--- config.mk ---
export PLATFORM = sky130hd
export DESIGN_NAME = fll_lock
export DESIGN_NICKNAME = d
export VERILOG_FILES = /design/src/rtl/fll_lock.sv
export SDC_FILE = /design/constraint.sdc
export NUM_CORES = 1
export LEC_CHECK = 0
export ABC_AREA = 1
export ABC_CLOCK_PERIOD_IN_PS = 3220
export BUFFER_PORTS_ARGS = -buffer_cell sky130_fd_sc_hd__buf_2
export CORE_AREA = 2 2 80 90
export CTS_BUF_LIST = sky130_fd_sc_hd__clkbuf_8
export DETAILED_ROUTE_END_ITERATION = 10
export DIE_AREA = 0 0 82 92
export PLACE_DENSITY = 0.7
export REMOVE_ABC_BUFFERS = 1
export SETUP_SLACK_MARGIN = 0.05
export SLEW_MARGIN = 10
export SYNTH_ARGS = -nofsm -noshare
export SYNTH_HDL_FRONTEND = slang
export SYNTH_SLANG_ARGS = --single-unit
--- constraint.sdc ---
create_clock -name clk_i -period 3.22 [get_ports clk_i]
set_input_delay 0.161 -clock clk_i [delete_from_list [all_inputs] [get_ports clk_i]]
set_output_delay 0.161 -clock clk_i [all_outputs]
set_load 0.01 [all_outputs]
--- src/rtl/fll_lock.sv ---
// ----------------------------------------------------------------------------
// fll_lock
//   Frequency lock detector for the FLL, clocked in the reference domain.
//   Over a programmable window it counts reference increment pulses (inc_i)
//   and feedback increment pulses (inc_o). Each closed window yields a signed
//   error (ref - feedback). A hysteresis FSM turns runs of good or bad windows
//   into the lock indication.
//
// Ports
//   clk_i   in   1      reference clock (only clock)
//   rst_ni  in   1      asynchronous active-low reset
//   ena_i   in   1      detector enable; low forces OFF and drops any partial window
//   win_i   in   WW     window length minus one (sampled when a window is loaded)
//   inc_i   in   1      reference increment pulse
//   inc_o   in   1      feedback increment pulse (already in clk_i domain)
//   vld_o   out  1      one-cycle pulse: window closed, err_o updated
//   err_o   out  CW+1   signed ref-minus-feedback count of the last window
//   lck_o   out  1      lock indication (state LOCK or HOLD)
//   sta_o   out  2      FSM state: 0 OFF, 1 ACQ, 2 LOCK, 3 HOLD
// ----------------------------------------------------------------------------
module fll_lock #(
    parameter int CW  = 8,
    parameter int WW  = 12,
    parameter int TOL = 2,
    parameter int LCK = 4,
    parameter int ULK = 2
) (
    input  logic          clk_i,
    input  logic          rst_ni,
    input  logic          ena_i,
    input  logic [WW-1:0] win_i,
    input  logic          inc_i,
    input  logic          inc_o,
    output logic          vld_o,
    output logic [CW:0]   err_o,
    output logic          lck_o,
    output logic [1:0]    sta_o
);

    typedef enum logic [1:0] {
        ST_OFF  = 2'd0,
        ST_ACQ  = 2'd1,
        ST_LOCK = 2'd2,
        ST_HOLD = 2'd3
    } state_t;

    localparam int GW = $clog2(LCK + 1);
    localparam int BW = $clog2(ULK + 1);

    localparam logic [CW-1:0] CNT_MAX = '1;
    localparam logic [CW:0]   TOL_V   = (CW+1)'(TOL);
    localparam logic [GW-1:0] LCK_V   = GW'(LCK);
    localparam logic [BW-1:0] ULK_V   = BW'(ULK);

    state_t        state_q, state_d;
    logic [WW-1:0] wcnt_q, wcnt_d;
    logic [CW-1:0] cnt_r_q, cnt_r_d;
    logic [CW-1:0] cnt_f_q, cnt_f_d;
    logic [GW-1:0] gcnt_q, gcnt_d;
    logic [BW-1:0] bcnt_q, bcnt_d;
    logic          vld_q, vld_d;
    logic [CW:0]   err_q, err_d;
    logic          lck_q, lck_d;

    // Counts including this cycle's pulse, saturating at the top.
    logic [CW-1:0] cnt_r_inc, cnt_f_inc;
    logic [CW:0]   err_win, err_abs;
    logic          win_sat, win_good;
    logic [GW-1:0] gcnt_inc;
    logic [BW-1:0] bcnt_inc;

    always_comb begin
        cnt_r_inc = (cnt_r_q == CNT_MAX) ? CNT_MAX : cnt_r_q + {{(CW-1){1'b0}}, inc_i};
        cnt_f_inc = (cnt_f_q == CNT_MAX) ? CNT_MAX : cnt_f_q + {{(CW-1){1'b0}}, inc_o};
        err_win   = {1'b0, cnt_r_inc} - {1'b0, cnt_f_inc};
        // Magnitude fits in CW+1 bits unsigned since |err| <= 2^CW-1.
        err_abs   = err_win[CW] ? (~err_win + (CW+1)'(1)) : err_win;
        // A counter stuck at its ceiling means the true count is unknown,
        // so such a window can never vouch for lock.
        win_sat   = (cnt_r_inc == CNT_MAX) || (cnt_f_inc == CNT_MAX);
        win_good  = (err_abs <= TOL_V) && !win_sat;
        gcnt_inc  = gcnt_q + GW'(1);
        bcnt_inc  = bcnt_q + BW'(1);
    end

    always_comb begin
        state_d = state_q;
        wcnt_d  = wcnt_q;
        cnt_r_d = cnt_r_q;
        cnt_f_d = cnt_f_q;
        gcnt_d  = gcnt_q;
        bcnt_d  = bcnt_q;
        vld_d   = 1'b0;
        err_d   = err_q;

        if (!ena_i) begin
            // Abort: drop the partial window, keep the last reported error.
            state_d = ST_OFF;
            wcnt_d  = '0;
            cnt_r_d = '0;
            cnt_f_d = '0;
            gcnt_d  = '0;
            bcnt_d  = '0;
        end else if (state_q == ST_OFF) begin
            state_d = ST_ACQ;
            wcnt_d  = win_i;
            cnt_r_d = '0;
            cnt_f_d = '0;
            gcnt_d  = '0;
            bcnt_d  = '0;
        end else if (wcnt_q != '0) begin
            wcnt_d  = wcnt_q - WW'(1);
            cnt_r_d = cnt_r_inc;
            cnt_f_d = cnt_f_inc;
        end else begin
            // Window-end cycle: this cycle's pulses belong to the closing window.
            vld_d   = 1'b1;
            err_d   = err_win;
            cnt_r_d = '0;
            cnt_f_d = '0;
            wcnt_d  = win_i;
            case (state_q)
                ST_ACQ: begin
                    if (!win_good) begin
                        gcnt_d = '0;
                    end else if (gcnt_inc >= LCK_V) begin
                        state_d = ST_LOCK;
                        gcnt_d  = '0;
                    end else begin
                        gcnt_d = gcnt_inc;
                    end
                end
                ST_LOCK: begin
                    if (!win_good) begin
                        if (ULK == 1) begin
                            state_d = ST_ACQ;
                            gcnt_d  = '0;
                            bcnt_d  = '0;
                        end else begin
                            state_d = ST_HOLD;
                            bcnt_d  = BW'(1);
                        end
                    end
                end
                default: begin // ST_HOLD
                    if (win_good) begin
                        state_d = ST_LOCK;
                        bcnt_d  = '0;
                    end else if (bcnt_inc >= ULK_V) begin
                        state_d = ST_ACQ;
                        gcnt_d  = '0;
                        bcnt_d  = '0;
                    end else begin
                        bcnt_d = bcnt_inc;
                    end
                end
            endcase
        end

        lck_d = (state_d == ST_LOCK) || (state_d == ST_HOLD);
    end

    always_ff @(posedge clk_i or negedge rst_ni) begin
        if (!rst_ni) begin
            state_q <= ST_OFF;
            wcnt_q  <= '0;
            cnt_r_q <= '0;
            cnt_f_q <= '0;
            gcnt_q  <= '0;
            bcnt_q  <= '0;
            vld_q   <= 1'b0;
            err_q   <= '0;
            lck_q   <= 1'b0;
        end else begin
            state_q <= state_d;
            wcnt_q  <= wcnt_d;
            cnt_r_q <= cnt_r_d;
            cnt_f_q <= cnt_f_d;
            gcnt_q  <= gcnt_d;
            bcnt_q  <= bcnt_d;
            vld_q   <= vld_d;
            err_q   <= err_d;
            lck_q   <= lck_d;
        end
    end

    assign vld_o = vld_q;
    assign err_o = err_q;
    assign lck_o = lck_q;
    assign sta_o = state_q;

endmodule

==> impl_metrics.yaml, run 1 <==
critical_path:
  endpoint_kind: "register"
  reg2reg_slack_ps: 20
  cp_data_required_time_ps: 3420
  reg2reg_from: "cnt_r_q[0]"
  crit_type: "reg -> reg"
  arrival_ps: 3400
  rr_endpoint: "bcnt_q[0]"
  r2r_cells: 26
  crit_fanout: 5
  cp-start-kind: "register"
yosys:
  yosys-top-cells-area: "dfrtp_1 (36%), nand2_1 (9.8%), ha_1 (7.7%), inv_1 (6.3%), nor2_1 (5.3%)"
  synth_top_cell_by_area: "dfrtp_1"
  seq_area_frac_synth: 0.356
  synth_top_cell_area_share: 0.356
  postSynthAreaPerCell_um2: 7.51
  yosysWarnings: 0
  yosys.cell_types.count: 35
  ys_ff_latch: 46
  syn_area_mm2: 0.00323
  syn_inst: 430
power_and_ir_drop:
  clkPwrFrac: 0.239
  swShare: 0.344
  p_per_area_mw_per_mm2: 340
  p_int_mw: 0.964
  ir_drop_mv: 0.224
  leakage_nw: 2.20
  finalPower_mw: 1.47
  p_switching_mw: 0.504
  seqPwrFrac: 0.440
  power_frac_comb: 0.321
floorplanning:
  num_rows: 32
  initial_core_util: 0.480
  ios: 30
  core_area_mm2: 0.00673
  die-area_mm2: 0.00754
  dieHeight_um: 92
  die_x_um: 82
detailed_routing:
  drt-total-wl_mm: 7.88
  firstDrtPassIters: 4
  route.vias.total: 3017
  vias_per_cell: 5.06
  drc_errors: 0
  ant_nets: 0
  wl_per_cell_um: 13.2
  drt_first_iter_violations: 194
global_route:
  track_usage: 0.204
  grt_pass1_wl_mm: 12.3
  grt_pass1_vias: 2828
  antenna_found_initial: 0
  grt_max_degree: 47
  grt-ovfl-total: 0
sta:
  slew_headroom: 0.331
  worstMarginPinSlew_ps: 1000
  hold_viol: 0
  holdWs_ps: 18.2
  rsz0062_at_grt: "true"
  finalWorstSetupSlack_ps: 22.7
  setup_viol: 0
  tns_ps: 0
  post-route-period-util: 0.993
  slew_violations: 0
  max_clock_freq_ghz: 0.313
  finalCriticalPeriod_ps: 3200
  worst_clock_skew_ps: 6.47
run:
  drv_cap: 0
finish:
  finish.utilization: 0.642
  n_antenna_cell: 0
  final_area_mm2: 0.00432
  finalNonFillerCells: 596
  syn2layout_area_growth_pct: 33.7
  drive_gt1_frac: 0.403
  fin_nets: 547
cts:
  cts.clk_slew.worst_paths_ps: 90
  cts_sinks: 46
  cts_tree: "done"
  cts_buffer_depth: 2
  clockRootBuffer: "clkbuf_8"
  cts_made_buffers: 5
  postCtsHoldBufs: 0
  htree_levels: 2
  clkLatencyLatePin_ps: 300
place:
  place_congestion: 0.868
  port-buffer-count: 29
  post_dp_cell_area_mm2: 0.00360
  dp.cells: 558
  hpwl_mm: 5.20
  post-place-ws_ps: -126
hold_path:
  worst_hold_path_type: "in -> async"
run_status:
  status: "finished, final reports clean"
[what timing repair did]
action                                  4_1_cts  5_1_grt
gates resized for setup                      28       62
endpoints found under the setup margin        8        8
buffers inserted                              6       25
pin swaps                                    17       43
[cells in the final DEF, fill, tap and decap left out, types with 12 or more instances in the layout]
master   instances
nand2_1         72
inv_1           48
buf_4           46
dfrtp_1         45
nor2_1          38
buf_2           29
nand2_2         25
a21oi_1         21
nand3_1         20
o21ai_0         14
nand2_4         12
inv_2           12
[final cells by class]
cell class	count	area, um2
Tap cell	85	106
Inverter	61	231
Clock inverter	3	17.5
Multi-Input combinational cell	319	2230
Sequential cell	46	1150
Clock buffer	5	68.8
Fill cell	558	2410
Timing Repair Buffer	77	513
[Yosys cell counts (all sizes together)]
library cell and n:
a211oi 2, a21boi 1, a21oi 29, a221oi 1
a31oi 2, and2 1, and3 1, clkbuf 4
clkinv 1, dfrtp 46, ha 20, inv 60
nand2 110, nand3 34, nand3b 2, nand4 5
nor2 53, nor3 9, nor4 2, o21ai 26
or2 10, xnor2 4, xor2 7
[critical path, cell delays in order, from the launching register on]
cell and delay [ps]:
dfrtp_1 410, ha_4 180, ha_4 160, nand3_2 70, nand2_1 70, nand2_1 80
nor2_2 160, inv_2 70, ha_4 310, buf_4 140, nand2_1 80, inv_2 90
nand4_1 160, nand3_2 140, nand2_2 90, nand3_2 70, nand2_1 60, nand2_1 80
nand2_2 70, nor2_4 150, nand2_4 90, inv_2 70, nand3_2 60, nand2_2 70
inv_2 50, nand3_2 40, nand2_1 50
[kinds of logic after synthesis]
logic type | after synthesis | synth area share
buffers and inverters | 65 | 0.0755
AND/OR/NAND/NOR | 227 | 0.359
XOR/XNOR | 11 | 0.0298
adder cells (fa/ha/maj) | 20 | 0.0775
flip-flops | 46 | 0.356
AO/OA/AOI/OAI | 61 | 0.102
[layer usage]
metal	vias to the layer above	track usage	routed length, um
met4	0	0.0611	175
met1	1394	0.267	3310
met5	-	0	0
li1	1543	-	-
met3	16	0.0344	261
met2	64	0.342	4130
[flip-flops by register name (all words and copies together), names as in the netlist]
signal   flops
sta_o        2
lck_o        1
cnt_r_q      8
gcnt_q       3
cnt_f_q      8
vld_o        1
wcnt_q      12
bcnt_q       2
err_o        9
[worst max-delay path by stage]
stage          slack, ps       start  cells after the start         to
2_1_floorplan        150  cnt_f_q[0]                     24  bcnt_q[0]
3_3_place_gp         -20  cnt_f_q[0]                     24  bcnt_q[0]
3_5_place_dp        -130  cnt_f_q[0]                     24  bcnt_q[0]
4_1_cts              0.5  cnt_f_q[0]                     24  bcnt_q[0]
5_1_grt             -160  cnt_r_q[0]                     26  bcnt_q[0]
6_report              20  cnt_r_q[0]                     26  bcnt_q[0]
[power by group through the flow]
| stage | registers, mW | clock network, mW | logic [mW] |
|---|---|---|---|
| detailed placement | 0.657 | 0 | 0.389 |
| floorplan | 0.664 | 0 | 0.271 |
| global placement | 0.656 | 0 | 0.380 |
| finish | 0.646 | 0.351 | 0.470 |
| CTS | 0.646 | 0.364 | 0.415 |
| global route | 0.653 | 0.388 | 0.531 |
(Power assumes the default switching activity.)
==> inputs of run 2 (changes only) <==
REMOVE_ABC_BUFFERS = unset   (was 1)
==> run 2 against run 1 <==
The run now ends with setup timing left. Clock skew down 0.99 ps. Register-to-register slack worse by 20 ps. Maximum frequency down 0.75%. Combinational power down 2%. Largest power group unchanged. Critical path type unchanged. Via count up 0.89%.
==> impl_metrics.yaml, run 2 (same netlist as run 1, synthesis figures left out) <==
critical_path:
  cp-start-kind: "register"
  crit_fanout: 5
  reg2reg_slack_ps: -1
  endpoint_kind: "register"
  r2r_cells: 27
  rr_endpoint: "bcnt_q[0]"
  crit_type: "reg -> reg"
  endpoint: "bcnt_q[0]"
  startpoint: "cnt_r_q[4]"
  arrival_ps: 3430
  cp_data_required_time_ps: 3430
  reg2reg_from: "cnt_r_q[4]"
finish:
  layout_common_cells: "nand2_1 (76), inv_1 (47), dfrtp_1 (45)"
  drive_gt1_frac: 0.391
  largest_register_ffs: 12
  final_common_cell: "nand2_1"
  final_area_mm2: 0.00428
  regMostFlops: "wcnt_q"
  n_antenna_cell: 0
  finish.utilization: 0.636
  syn2layout_area_growth_pct: 32.4
  fin_nets: 540
power_and_ir_drop:
  p_per_area_mw_per_mm2: 365
  leakage_nw: 2.17
  ir_drop_mv: 0.252
floorplanning:
  num_rows: 32
  initial_core_util: 0.480
  die_x_um: 82
  ios: 30
  dieHeight_um: 92
  core_area_mm2: 0.00673
  die-area_mm2: 0.00754
cts:
  cts_sinks: 46
  cts.clk_slew.worst_paths_ps: 100
  cts_made_buffers: 5
  htree_levels: 2
  cts_tree: "done"
  clockRootBuffer: "clkbuf_8"
  clkLatencyLatePin_ps: 310
  cts_buffer_depth: 2
global_route:
  track_usage: 0.211
  grt_pass1_wl_mm: 12.6
  grt-ovfl-total: 0
  grt_max_degree: 47
  grt_pass1_vias: 2971
  antenna_found_initial: 0
sta:
  max_clock_freq_ghz: 0.310
  slew_violations: 0
  rsz0062_at_grt: "true"
  setup_viol: 1
  hold_viol: 0
  post-route-period-util: 1.00
  slew_headroom: 0.301
  worstMarginPinSlew_ps: 1050
  worst_clock_skew_ps: 5.49
  finalWorstSetupSlack_ps: -1.47
  finalCriticalPeriod_ps: 3220
place:
  port-buffer-count: 29
  hpwl_mm: 5.18
  place_congestion: 0.902
  post_dp_cell_area_mm2: 0.00359
detailed_routing:
  drt_first_iter_violations: 93
  drc_errors: 0
  ant_nets: 0
  route.vias.total: 3044
  firstDrtPassIters: 4
  wl_per_cell_um: 13.0
  drt-total-wl_mm: 7.67
  vias_per_cell: 5.17
run_status:
  status: "finished, violations left"
  violations: "setup timing"
hold_path:
  worst_hold_path_type: "in -> async"
yosys:
  syn_nets: 467
run:
  drv_cap: 0
## run 2: where the power goes
part | internal, mW | total [mW] | switching (mW)
sequential | 0.618 | 0.646 | 0.0275
combinational | 0.186 | 0.462 | 0.276
clock | 0.231 | 0.454 | 0.222
total | 1.04 | 1.56 | 0.526
## run 2: layer usage
metal,part of all wire,GRT usage,vias to the layer above
met4,0.017,0.0736,0
met1,0.42,0.246,1442
met2,0.53,0.377,63
met3,0.032,0.0364,12
li1,-,-,1527
met5,0,0,-
## run 2: worst min-delay path by stage
stage	end	from	slack, ps
after floorplan	bcnt_q[0]	rst_ni	-130
after global placement	err_o[8]	rst_ni	400
after detailed placement	err_o[6]	rst_ni	420
after CTS	cnt_f_q[4]	rst_ni	80
after global routing	cnt_f_q[4]	rst_ni	120
final	err_o[8]	rst_ni	20
## run 2: stage by stage
step | TNS [ps] | cells | hold slack, ps | power (mW) | setup WS [ps]
3_5_place_dp | -644 | 556 | 421 | 1.04 | -144
6_report | -1.47 | 589 | 22.5 | 1.56 | -1.47
4_1_cts | 0 | 571 | 80.9 | 1.51 | 9.99
3_3_place_gp | -186 | 556 | 398 | 1.03 | -60.9
2_1_floorplan | 0 | 430 | -135 | 0.937 | 149
5_1_grt | -1270 | 589 | 125 | 1.65 | -211
## run 2: area by class of cell
| class | count | area (um2) |
|---|---|---|
| clock buffers | 5 | 68.8 |
| well taps | 85 | 106 |
| flip-flops and latches | 46 | 1150 |
| clock inverters | 3 | 45.0 |
| multi-input cells | 319 | 2200 |
| fillers | 559 | 2450 |
| repair buffers | 70 | 477 |
| inverters | 61 | 229 |
## run 2: worst max-delay path, cell delays in order (launching register included)
cell	delay (ps)
dfrtp_1	420
nand2_2	130
nor2_4	60
nand2_4	70
inv_1	50
or2_2	300
inv_2	80
ha_2	180
inv_1	60
ha_1	180
inv_2	80
nand2_4	70
nand2_1	70
nand2_2	90
nor2_4	170
nand3_2	90
nor2_2	140
nand3_2	100
nand3_2	90
nand2_2	70
nor2_4	140
nand2_4	100
inv_2	80
nand3_2	60
nand2_2	90
inv_2	50
nand3_2	50
nand2_1	50
## run 2: timing repair
item | in CTS | in global routing
pin swaps | 19 | 27
hold endpoints to repair | 0 | 0
setup buffers | 7 | 18
gates resized for setup | 35 | 48
endpoints found under the setup margin | 8 | 8
hold buffers | 0 | 0
==> inputs of run 3 (changes only) <==
ABC_CLOCK_PERIOD_IN_PS = 3550   (was 3220)
BUFFER_PORTS_ARGS = -buffer_cell sky130_fd_sc_hd__buf_4   (was -buffer_cell sky130_fd_sc_hd__buf_2)
PLACE_DENSITY = 0.68   (was 0.7)
clock period = 3.55 ns   (was 3.22 ns; I/O delays follow)
==> run 3 against run 2 <==
The run now ends clean. Combinational power shrank 18%. First-iteration DRC count increased by 1.1%. Worst hold slack better by 120 ps. Clock power decreased by 13%. Die area is the same. Count of clock-buffer cells in the layout is the same. Global-route usage fell by 1.5 points. Total power shrank 13%. Sequential share of layout area increased by 2.2 points. Cell count down 4.6%. Critical path depth shrank 4. Largest cell class unchanged. Largest power group unchanged. Highest routed layer unchanged.
==> impl_metrics.yaml, run 3 (same netlist as run 1, synthesis figures left out) <==
power_and_ir_drop:
  power_frac_comb: 0.278
  seqPwrFrac: 0.432
  ir_drop_mv: 0.207
  clkPwrFrac: 0.290
  swShare: 0.320
  leakage_nw: 2.01
  p_per_area_mw_per_mm2: 344
  p_int_mw: 0.924
  p_switching_mw: 0.435
critical_path:
  crit_chain: "ha_2 -> nand3_2 -> nor2_2 -> inv_1 -> or2_4 -> nand3_2 -> inv_2 -> ha_4 -> buf_4 -> a211oi_2 -> nand2_2 -> nand2_2 -> nand2_4 -> o21ai_2 -> nand4_1 -> nor3_4 -> nand2_4 -> inv_2 -> nand3_2 -> nand2_2 -> inv_2 -> nand3_2 -> nand2_2"
  endpoint_kind: "register"
  critPathSlowestCell: "dfrtp_1"
  worst_path_dominant_cell_family: "simple AND/OR/NAND/NOR gates"
  cp_data_required_time_ps: 3750
  crit_type: "reg -> reg"
  arrival_ps: 3470
  cp_slowest_stage_delay_ps: 360
  crit_fanout: 6
  cp-start-kind: "register"
  worst-path-buf-inv: 5
cts:
  htree_levels: 2
  clkLatencyLatePin_ps: 300
  cts_made_buffers: 5
  cts_buffer_depth: 2
  cts_sinks: 46
  cts_tree: "done"
  clockRootBuffer: "clkbuf_8"
  cts.clk_slew.worst_paths_ps: 90
finish:
  n_antenna_cell: 0
  regMostFlops: "wcnt_q"
  fin_nets: 513
  layout_common_cells: "nand2_1 (78), inv_1 (50), dfrtp_1 (45)"
  fill_cells: 614
  largest_register_ffs: 12
  syn2layout_area_growth_pct: 22.2
  drive_gt1_frac: 0.302
  finalNonFillerCells: 562
  final_common_cell: "nand2_1"
floorplanning:
  dieHeight_um: 92
  ios: 30
  die-area_mm2: 0.00754
  num_rows: 32
  core_area_mm2: 0.00673
  initial_core_util: 0.480
  die_x_um: 82
detailed_routing:
  drc_errors: 0
  vias_per_cell: 5.07
  drt_first_iter_violations: 94
  wl_met2_mm: 3.64
  top_layer: "met4"
  met1Wirelength_mm: 3.17
  ant_nets: 0
  wl_met3_um: 232
  route.vias.total: 2852
  firstDrtPassIters: 4
  wl_per_cell_um: 12.6
  drt-total-wl_mm: 7.10
place:
  hpwl_mm: 5.07
  place_congestion: 0.879
  port-buffer-count: 29
  dp.cells: 541
sta:
  post-route-period-util: 0.921
  slew_headroom: 0.325
  max_clock_freq_ghz: 0.306
  finalCriticalPeriod_ps: 3270
  tns_ps: 0
  setup_viol: 0
  worst_clock_skew_ps: 8.65
  slew_violations: 0
  worstMarginPinSlew_ps: 1010
  rsz0062_at_grt: "false"
  hold_viol: 0
global_route:
  grt_pass1_wl_mm: 11.7
  grt-ovfl-total: 0
  grt_max_degree: 47
  track_usage: 0.196
  antenna_found_initial: 0
  grt_pass1_vias: 2727
run:
  drv_cap: 0
run_status:
  status: "finished, final reports clean"
hold_path:
  worst_hold_path_type: "in -> reg"
yosys:
  syn_nets: 467
## run 3: cell count changes in the layout (fill, tap and decap cells not counted), sizes merged
cell,previous run,this run
buf,70,42
clkinv,1,3
clkinvlp,2,0
dlygate4sd3,0,1
## run 3: timing repair
action                     4_1_cts  5_1_grt
gates resized for setup          0       47
buffers inserted                 0       12
hold endpoints to repair        46        0
setup endpoints to repair        0        8
hold buffers                     1        0
## run 3: power by group through the flow
| stage | Clock [mW] | Sequential (mW) | Combinational [mW] |
|---|---|---|---|
| floorplan | 0 | 0.602 | 0.248 |
| global placement | 0 | 0.596 | 0.352 |
| detailed placement | 0 | 0.597 | 0.358 |
| CTS | 0.407 | 0.587 | 0.361 |
| global route | 0.433 | 0.593 | 0.429 |
| finish | 0.394 | 0.587 | 0.378 |
## run 3: layout make-up
cell class,instances,area [um2],share of cell area
clock buffers,5,68.8,0.0174
clock inverters,3,40.0,0.0101
inverters,61,229,0.0580
multi-input cells,319,2030,0.513
flip-flops and latches,46,1150,0.292
well taps,85,106,0.0269
repair buffers,43,325,0.0824
## run 3: final timing paths
check | start | cells after the start | slack, ps | endpoint
setup reg to reg | cnt_f_q[0] | 23 | 280 | bcnt_q[0]
setup / recovery | cnt_f_q[0] | 23 | 280 | bcnt_q[0]
min in group asynchronous | rst_ni | 2 | 410 | cnt_f_q[3]
hold reg to reg | wcnt_q[0] | 1 | 440 | wcnt_q[0]
hold / removal | win_i[11] | 3 | 140 | wcnt_q[11]
max in group asynchronous | rst_ni | 2 | 2710 | cnt_r_q[2]
## run 3: layer usage
layer  GRT usage  vias up
met1       0.246     1326
met3      0.0384        4
met4      0.0597        0
met2       0.334       46
met5           0        -
li1            -     1476
## run 3: through the flow
step	power, mW	util	cell area, um2	setup slack [ps]	hold slack (ps)
6_report	1.36	0.587	3950	281	143
5_1_grt	1.45	0.587	3950	44.2	149
4_1_cts	1.35	0.545	3670	116	131
3_5_place_dp	0.955	0.527	3550	143	228
3_3_place_gp	0.948	0.527	3550	228	225
2_1_floorplan	0.850	-	3230	479	-118
## run 3: worst register-to-register path: cells and delay by family, from the launching register on
family | cells | cell delay, ps
and+or+nand+nor | 14 | 1540
adders and majority gates | 2 | 470
buffers and inverters | 5 | 390
AOI/OAI and AO/OA | 2 | 390
DFF | 1 | 360
